$ cat src/rtl/regfile_wb.sv
// Writeback stage: merges ALU and load results onto the register file's single
// write port, buffers loads in a small FIFO, and tracks pending writes per register.
module regfile_wb #(
  parameter int LDQ_DEPTH = 2,
  parameter int LDQ_AW    = 1
) (
  input  logic        clk,
  input  logic        reset,
  input  logic        alu_valid,
  input  logic [3:0]  alu_sel,
  input  logic [31:0] alu_data,
  input  logic        ld_valid,
  output logic        ld_ready,
  input  logic [3:0]  ld_sel,
  input  logic [31:0] ld_data,
  input  logic        iss_valid,
  input  logic [3:0]  iss_sel,
  output logic        iss_conflict,
  output logic [15:0] busy,
  output logic        we,
  output logic [3:0]  wsel,
  output logic [31:0] wdata
);

  localparam logic [3:0]        ZERO_REG = 4'd15;
  localparam logic [LDQ_AW:0]   LDQ_FULL = (LDQ_AW + 1)'(LDQ_DEPTH);

  // Load handshake: a transfer happens at the rising edge where ld_valid and
  // ld_ready are both high; ld_ready depends only on the current fill level,
  // never on ld_valid or on a pop in the same cycle.

  logic [31:0]       ldq_data [LDQ_DEPTH];
  logic [3:0]        ldq_sel  [LDQ_DEPTH];
  logic [LDQ_AW-1:0] wr_ptr;
  logic [LDQ_AW-1:0] rd_ptr;
  logic [LDQ_AW:0]   count;

  logic        alu_take;
  logic        ld_fire;
  logic        push;
  logic        pop;
  logic [15:0] set_vec;
  logic [15:0] clr_vec;
  logic [15:0] busy_nxt;

  assign ld_ready = !reset && (count < LDQ_FULL);
  assign ld_fire  = ld_valid && ld_ready;
  assign alu_take = alu_valid && (alu_sel != ZERO_REG);
  // Loads to the zero register complete the handshake but never enter the queue.
  assign push     = ld_fire && (ld_sel != ZERO_REG);
  assign pop      = !alu_take && (count != '0);

  assign iss_conflict = iss_valid && busy[iss_sel];

  always_comb begin
    set_vec = '0;
    clr_vec = '0;
    if (iss_valid && (iss_sel != ZERO_REG)) set_vec = 16'b1 << iss_sel;
    if (we) clr_vec = 16'b1 << wsel;
    // Set is applied after clear so a same-edge re-issue keeps the bit busy.
    busy_nxt = ((busy & ~clr_vec) | set_vec) & 16'h7fff;
  end

  always_ff @(posedge clk) begin
    if (push) begin
      ldq_data[wr_ptr] <= ld_data;
      ldq_sel[wr_ptr]  <= ld_sel;
    end
  end

  always_ff @(posedge clk or posedge reset) begin
    if (reset) begin
      wr_ptr <= '0;
      rd_ptr <= '0;
      count  <= '0;
    end else begin
      if (push) wr_ptr <= wr_ptr + LDQ_AW'(1);
      if (pop)  rd_ptr <= rd_ptr + LDQ_AW'(1);
      case ({push, pop})
        2'b10:   count <= count + (LDQ_AW + 1)'(1);
        2'b01:   count <= count - (LDQ_AW + 1)'(1);
        default: count <= count;
      endcase
    end
  end

  always_ff @(posedge clk or posedge reset) begin
    if (reset) begin
      we    <= 1'b0;
      wsel  <= '0;
      wdata <= '0;
      busy  <= '0;
    end else begin
      busy <= busy_nxt;
      if (alu_take) begin
        we    <= 1'b1;
        wsel  <= alu_sel;
        wdata <= alu_data;
      end else if (pop) begin
        we    <= 1'b1;
        wsel  <= ldq_sel[rd_ptr];
        wdata <= ldq_data[rd_ptr];
      end else begin
        we <= 1'b0;
      end
    end
  end

endmodule

$ cat config.mk
export PLATFORM = sky130hd
export DESIGN_NAME = regfile_wb
export DESIGN_NICKNAME = d
export VERILOG_FILES = /design/src/rtl/regfile_wb.sv
export SDC_FILE = /design/constraint.sdc
export NUM_CORES = 1
export LEC_CHECK = 0
export CAP_MARGIN = 10
export CORE_MARGIN = 10
export CORE_UTILIZATION = 49
export CTS_CLUSTER_DIAMETER = 50
export DETAILED_ROUTE_END_ITERATION = 10
export PLACE_DENSITY_LB_ADDON = 0.25
export SLEW_MARGIN = 10
export SYNTH_ARGS = -nofsm -noshare
export SYNTH_HDL_FRONTEND = slang
export SYNTH_SLANG_ARGS = --single-unit
$ cat constraint.sdc
create_clock -name clk -period 3.35 [get_ports clk]
set_clock_uncertainty 0.15 [all_clocks]
set_input_delay 0.67 -clock clk [delete_from_list [all_inputs] [get_ports clk]]
set_output_delay 0.67 -clock clk [all_outputs]
set_load 0.1 [all_outputs]
======== Word-level counts from Yosys, hierarchy flattened ========
Memory sizes are Yosys's and may differ from the RTL's.
Index checks and enable logic that the tools add are counted.
word-level totals
  bits in registers ....................... 56
  memory bits (writable) .................. 72
  bits of input ports ..................... 81
  output and inout bits ................... 55
  word-level logic and storage cells ...... 50
  memories kept ........................... 2
cells by class
  add/sub/neg operators ................... 4
  $lt $le $gt $ge ......................... 2
  equal/unequal tests ..................... 5
  shift operators ......................... 2
  muxes and demuxes ....................... 13
  bitwise logic cells ..................... 3
  reduce and logical (&&, ||, !) cells .... 12
memory list
  memory    depth  width  rd ports  clocked after Yosys merged registers in  write ports  line  text
  ldq_data  2      32     1         0                                        1            32    logic [31:0] ldq_data [LDQ_DEPTH];
  ldq_sel   2      4      1         0                                        1            33    logic [3:0] ldq_sel [LDQ_DEPTH];
operators by type and width
  kind                                                        count
  two-way mux 32 bit                                          2
  two-way mux 15 bit                                          2
  left shift 1 x 4 -> 15 bit, first input constant            2
  bitwise AND 15 bit                                          1
  inverter 15 bit                                             1
  OR 15 bit                                                   1
  != test 4 bit, second input constant                        3
  two-way mux 4 bit                                           2
  logical AND 1 bit                                           7
  nonzero test 2 bit                                          3
  less-than comparator 4 x 5 -> 1 bit, second input constant  1
  two-way mux 1 bit                                           5
  binary-select mux 1 bit (select 4 bit)                      1
  case mux 2 bit (2 select lines)                             1
  adder 1 bit, second input constant                          2
  adder 2 x 1 -> 2 bit, second input constant                 1
  equality test 2 x 1 -> 1 bit, second input constant         1
  equality test 2 bit, second input constant                  1
  zero test 1 bit                                             2
  less-than comparator 2 bit, second input constant           1
  subtractor 2 x 1 -> 2 bit, second input constant            1

======== Logic depth before layout (Yosys ltp) ========
Gate-level depths: netlist of run 1.
  depth after elaboration ................. 6
  mapped depth ............................ 7

======== Least setup slack after synthesis of run 1 ========
Ideal clock, no wire load.
  kind .................................... reg2out
  start point ............................. register busy[3]
  end point ............................... output port iss_conflict
  data arrival time ....................... 4301 ps
  data required time ...................... 2530 ps
  slack ................................... -1771 ps
  stages on the path, launching flop included .. 4
  cells stage by stage .................... dfrtp_1 mux4_2 o22ai_1 nor4bb_1
between the ends
  cells in the longest elaborated chain, start to end .. 3
RTL lines
  element                                  line  text
  start, declared                          19    output logic [15:0] busy,
  start signal, assigned                   94    busy <= busy_nxt;
  binary-select mux 1 bit (select 4 bit)   53    assign iss_conflict = iss_valid && busy[iss_sel];
  two-way mux 1 bit (implied by the code)  53
  logical AND 1 bit                        53
  end, declared                            18    output logic iss_conflict,
Every way passes these cells. The select of a mux whose other input is x is not followed.

======== Final worst setup path of run 1 ========
  start point ............................. input port iss_sel[0]
  end point ............................... output port iss_conflict
between the ends
  cells in the longest elaborated chain, start to end .. 3
RTL lines
  element                                  line  text
  start, declared                          17    input logic [3:0] iss_sel,
  binary-select mux 1 bit (select 4 bit)   53
  two-way mux 1 bit (implied by the code)  53
  logical AND 1 bit                        53
Every way passes these cells. The select of a mux whose other input is x is not followed.

==> results of run 1 <==
flip-flops by register name, indices dropped and copies added (netlist names):
| name | flops |
|---|---|
| wsel | 4 |
| busy | 15 |
| wdata | 32 |
| we | 1 |
| count | 2 |
| ldq_data | 64 |
| ldq_sel | 8 |
| wr_ptr | 1 |
| rd_ptr | 1 |
critical path, delay by kind of cell:
family	cells	cell delay, ns
mux	1	0.52
buf+inv	2	0.77
simple gates	2	0.44
per-layer routing:
metal,part of all wire,global-route usage
met1,0.43,0.215
met5,0,0
met4,0.0086,0.0535
met2,0.50,0.286
met3,0.059,0.0485
cell families after synthesis:
group / share of synthesized area
other cells: 0.000701
buf+inv: 0.0292
simple gates: 0.0701
xor+xnor: 0.00818
mux: 0.158
flops: 0.666
compound gates: 0.0655
fa+ha+maj: 0.00234
worst paths after layout:
kind / endpoint / slack (ns) / cells past startpoint
setup / recovery: iss_conflict / 0.12 / 5
hold / removal: busy[11]$_DFF_PP0_ / 0.40 / 2
setup reg to reg: count[1]$_DFFE_PP0P_ / 1.03 / 7
hold reg to reg: busy[11]$_DFF_PP0_ / 0.40 / 2
max in group asynchronous: wdata[12]$_DFFE_PP0P_ / 1.88 / 3
min in group asynchronous: wdata[6]$_DFFE_PP0P_ / 0.55 / 2
layout by cell type (no fill, tap or decap), drive strengths merged, types with 5 or more instances in the layout:
cell,synthesis,routed
a21oi,37,37
dfrtp,56,56
edfxtp,72,72
clkinv,0,5
mux2,36,36
mux2i,37,37
nor3,36,36
o21ai,30,30
nand2,6,6
buf,21,67
clkbuf,2,26
nor2,5,5
clkdlybuf4s50,0,80
cell type report:
type                            count  area (um^2)
Timing Repair Buffer              147         1340
Inverter                            3         11.3
Multi-Input combinational cell    222         1670
Clock inverter                      6         31.3
Clock buffer                       26          499
Sequential cell                   128         3560
Fill cell                         804         3460
Tap cell                          140          175
power breakdown:
part / total (mW) / switching, mW / internal [mW]
logic: 3.97 / 2.93 / 1.04
registers: 2.41 / 0.347 / 2.06
clock network: 1.61 / 0.606 / 1.01
total: 7.99 / 3.88 / 4.11
stage by stage:
stage | setup slack, ns | utilization
after floorplan | -0.0441 | -
after global placement | 0.144 | 0.629
after detailed placement | 0.104 | 0.629
after CTS | 0.106 | 0.678
after global routing | 0.0166 | 0.678
final | 0.119 | 0.678
==> qor.yml, run 1 <==
status:
  status: "completed"
layout:
  area_growth_pct: 36.2
  drive_gt1_frac: 0.269
  n_antenna_cell: 0
  final_cells: 672
  nets: 601
  stdcell_area_um2: 7290
clock_tree:
  clk_path_buf_depth: 2
  cts_sinks: 128
  cts-root-buf: "clkbuf_8"
  clk_latency_ns: 0.50
  cts_tree: "done"
  cts_hold_buffers: 0
  post-cts-setup-buffers: 0
  numCtsBuffers: 17
  clk_pin_slew_ns: 0.05
  cts_resized: 0
  ctsHtreeMaxLevel: 4
floorplan:
  core_um2: 10700
  io_pins: 136
  die_h_um: 125
  die_width_um: 125
  placementRows: 38
  dieArea_um2: 15500
  start_util: 0.498
setup_path:
  slowest_delay_ns: 0.59
  cp.required_ns: 2.53
  cp.arrival_ns: 2.41
  critPathKind: "in -> out"
  r2r_start: "count[0]$_DFFE_PP0P_"
  cp-end-kind: "output port"
  critPathMaxFanout: 4
  cp-start-kind: "input pin"
  slowest_stage: "clkdlybuf4s50_1"
  crit_start: "iss_sel[0]"
  cp_cell_sequence: "clkdlybuf4s50_1, mux4_2, nor3b_1, nor4bb_4, buf_12"
hold_path:
  hp-start: "busy[11]$_DFF_PP0_"
  min_path_type: "reg -> reg"
power_and_ir_drop:
  power_density_nw_per_um2: 1100
  ir_drop_mv: 1.06
  finalPower_mw: 7.99
  leakage_nw: 2.84
timing:
  hold_viol: 0
  grt_setup_unrepaired: "no"
  timing.final.crit_share: 0.965
  period_needed_ns: 3.23
  whs_ns: 0.400
  setup_viol: 0
  setup_tns_ns: 0
  worst_slew_pin_slew_ns: 0.803
  worst_slew_margin_rel: 0.464
  max_freq_mhz: 309
  slew_viol_final: 0
synthesis:
  ys_ff_latch: 128
  synth_commonest_cells: "edfxtp_1, dfrtp_1, a21oi_1, mux2i_1"
  synth-seq-area-share: 0.666
  synth_nets: 458
  synth-edff-count: 72
  synth.most_common_cell: "edfxtp_1"
  yosys.area.top_type: "edfxtp_1"
  synthCells: 376
  syn_avg_cell_area_um2: 14.2
  postSynth.asyncResetShare: 0.438
  yosysTopAreaCellShare: 0.404
  synth_area_um2: 5350
  ys_top_cells_by_area: "edfxtp_1, dfrtp_1, mux2_2"
  yosysWarnings: 0
  synth-main-ff-cell: "edfxtp_1"
  synth_cell_type_count: 34
drt:
  ant_nets: 0
  post-route-drc-count: 0
  routed_wl_um: 13400
  vias: 3650
  first_pass_iters: 5
  drtIter0Drc: 291
  viasPerCell: 5.43
  wl_per_cell_um: 19.9
global_routing:
  grt_overflow: 0
  antenna_found_initial: 0
  grt_pass1_wl_um: 21500
  grt_usage: 0.173
  grt_max_degree: 33
  grt_pass1_vias: 4031
placed_design:
  hpwl_um: 9350
  postPlaceCellArea_um2: 6760
  placed_cells: 640
  gp_congestion: 0.870
  io_buffers: 134
run:
  maxCapViolations: 0
Power figures use the tool's default switching activity.
==> run 2: changes to the inputs <==
CORE_ASPECT_RATIO = 0.7   (was not set)
SKIP_LAST_GASP = 1   (was not set)
SLEW_MARGIN = not set   (was 10)
==> run 2 against run 1 <==
Compared with the run above: via count grew 1.2%; critical path depth is the same; first-iteration DRC count shrank 16%; critical path type unchanged; largest cell class unchanged.
==> qor.yml, run 2 (same netlist as run 1, synthesis figures left out) <==
clock_tree:
  cts-root-buf: "clkbuf_16"
  cts_resized: 0  # unchanged
  clk_pin_slew_ns: 0.05  # about the same
  cts_tree: "done"
  cts_sinks: 128  # unchanged
  clk_path_buf_depth: 2  # unchanged
  ctsHtreeMaxLevel: 4  # unchanged
  post-cts-setup-buffers: 0  # unchanged
  numCtsBuffers: 17  # unchanged
  clk_latency_ns: 0.40  # -0.10 ns
  cts_hold_buffers: 0  # unchanged
setup_path:
  cp_num_cells: 5  # unchanged
  rrSetupSlack_ns: 0.99  # -0.04 ns
  crit_buf_inv: 2  # unchanged
  cp-end-kind: "output port"
  cp-start-kind: "input pin"
  r2r_start: "count[1]$_DFFE_PP0P_"
  slowest_stage: "clkdlybuf4s50_1"
  critPathKind: "in -> out"
  slowest_delay_ns: 0.58  # about the same
  crit_start: "iss_sel[0]"
  critPathMaxFanout: 4  # unchanged
  r2r-end: "ldq_data[1][26]$_DFFE_PP_"
  cp.arrival_ns: 2.36  # -0.05 ns
  reg2reg_depth: 5  # -2
  cp-endpoint: "iss_conflict"
  cp_cell_sequence: "clkdlybuf4s50_1, mux4_1, o22ai_1, nor4bb_4, buf_12"
  crit_family: "buffers and inverters"
  cp.required_ns: 2.53  # about the same
global_routing:
  grt_max_degree: 32  # -3.0%
  grt_overflow: 0  # unchanged
  use_met1: 0.212  # -0.00353
  grt_usage: 0.176  # +0.00292
  grt.met2_usage: 0.284  # -0.00136
  antenna_found_initial: 0  # unchanged
  grt_pass1_vias: 4084  # +1.3%
  grt_pass1_wl_um: 21700  # +0.99%
  grtUsageMet3: 0.0554  # +0.00693
  busiest_layer: "met2"
timing:
  hold_viol: 0  # unchanged
  worst_slew_margin_rel: 0.588  # +0.125
  period_needed_ns: 3.18  # -0.0548 ns
  max_freq_mhz: 315  # +1.7%
  worst_slew_pin_slew_ns: 0.617  # -0.187 ns
  setup_slack_ns: 0.174  # +0.0548 ns
  setup_viol: 0  # unchanged
  slew_viol_final: 0  # unchanged
  timing.final.crit_share: 0.948  # -0.0163
  grt_setup_unrepaired: "no"
layout:
  most-common-layout-cells: "clkdlybuf4s50_1, edfxtp_1, buf_4, dfrtp_1"
  largest_reg_flops: 64  # unchanged
  layout_commonest_cell: "clkdlybuf4s50_1"
  reg_top3: "ldq_data x64, wdata x32, busy x15"
  n_antenna_cell: 0  # unchanged
  area_growth_pct: 37.9
  top_register: "ldq_data"
  nets: 599  # -0.33%
  final_util: 0.702  # +0.0240
  drive_gt1_frac: 0.266  # -0.00276
floorplan:
  io_pins: 136  # unchanged
  die_width_um: 145  # +16%
  core_um2: 10500  # -2.2%
  dieArea_um2: 15600  # +0.43%
  placementRows: 31  # -18%
  start_util: 0.509  # +0.0111
  die_h_um: 107  # -14%
hold_path:
  min_path_type: "reg -> reg"
status:
  status: "completed"
placed_design:
  dp_slack_ns: -0.00262  # -0.106 ns
  io_buffers: 134  # unchanged
  hpwl_um: 9710  # +3.8%
  gp_congestion: 0.957  # +10%
drt:
  post-route-drc-count: 0  # unchanged
  drtIter0Drc: 243  # -16%
  wl_per_cell_um: 19.8  # -0.67%
  vias: 3695  # +1.2%
  first_pass_iters: 5  # unchanged
  routed_wl_um: 13400  # +0.22%
  ant_nets: 0  # unchanged
  viasPerCell: 5.45  # +0.34%
run:
  maxCapViolations: 0  # unchanged
[run 2: area by class of cell]
cell class	instances	area, um^2
flip-flops and latches	128	3560
fillers	732	3130
multi-input cells	222	1670
repair buffers	145	1350
clock buffers	30	589
well taps	148	185
inverters	3	11.3
clock inverters	2	10.0
[run 2: routing by layer]
metal  share of wire  vias up
met5               0        -
met1            0.41     1792
met2            0.48      182
met4           0.023        0
li1                -     1693
met3           0.082       28
[run 2: through the flow]
step / cell area [um^2] / setup TNS (ns) / hold WS, ns / instances
2_1_floorplan: 5380 / -3.20 / 0.336 / 376
3_3_place_gp: 6780 / 0 / 0.382 / 646
3_5_place_dp: 6780 / -0.00262 / 0.393 / 646
4_1_cts: 7380 / 0 / 0.404 / 678
5_1_grt: 7380 / 0 / 0.417 / 678
6_report: 7380 / 0 / 0.396 / 678
[run 2: worst min path at each step]
stage / slack [ns] / startpoint / depth (start not counted) / endpoint
2_1_floorplan: 0.34 / wr_ptr$_DFFE_PP0P_ / 1 / wr_ptr$_DFFE_PP0P_
3_3_place_gp: 0.38 / wr_ptr$_DFFE_PP0P_ / 1 / wr_ptr$_DFFE_PP0P_
3_5_place_dp: 0.39 / wr_ptr$_DFFE_PP0P_ / 1 / wr_ptr$_DFFE_PP0P_
4_1_cts: 0.40 / wr_ptr$_DFFE_PP0P_ / 1 / wr_ptr$_DFFE_PP0P_
5_1_grt: 0.42 / wr_ptr$_DFFE_PP0P_ / 1 / wr_ptr$_DFFE_PP0P_
6_report: 0.40 / wr_ptr$_DFFE_PP0P_ / 1 / wr_ptr$_DFFE_PP0P_
[run 2: worst register-to-register path, delay by kind of cell, from the launching register on]
kind | cells | cell delay, ns
AND/OR/NAND/NOR | 3 | 0.76
buffers and inverters | 2 | 0.57
flip-flops | 1 | 0.56
Power of run 2 is not shown: default switching activity piles up to over one toggle a cycle in this logic, so the estimate is an artifact.
==> run 3: changes to the inputs <==
CTS_CLUSTER_SIZE = 8   (was not set)
==> results of run 3 <==
Final layout, timing and power as in run 2 (identical DEF).
Power of run 3 is left out for the same reason.
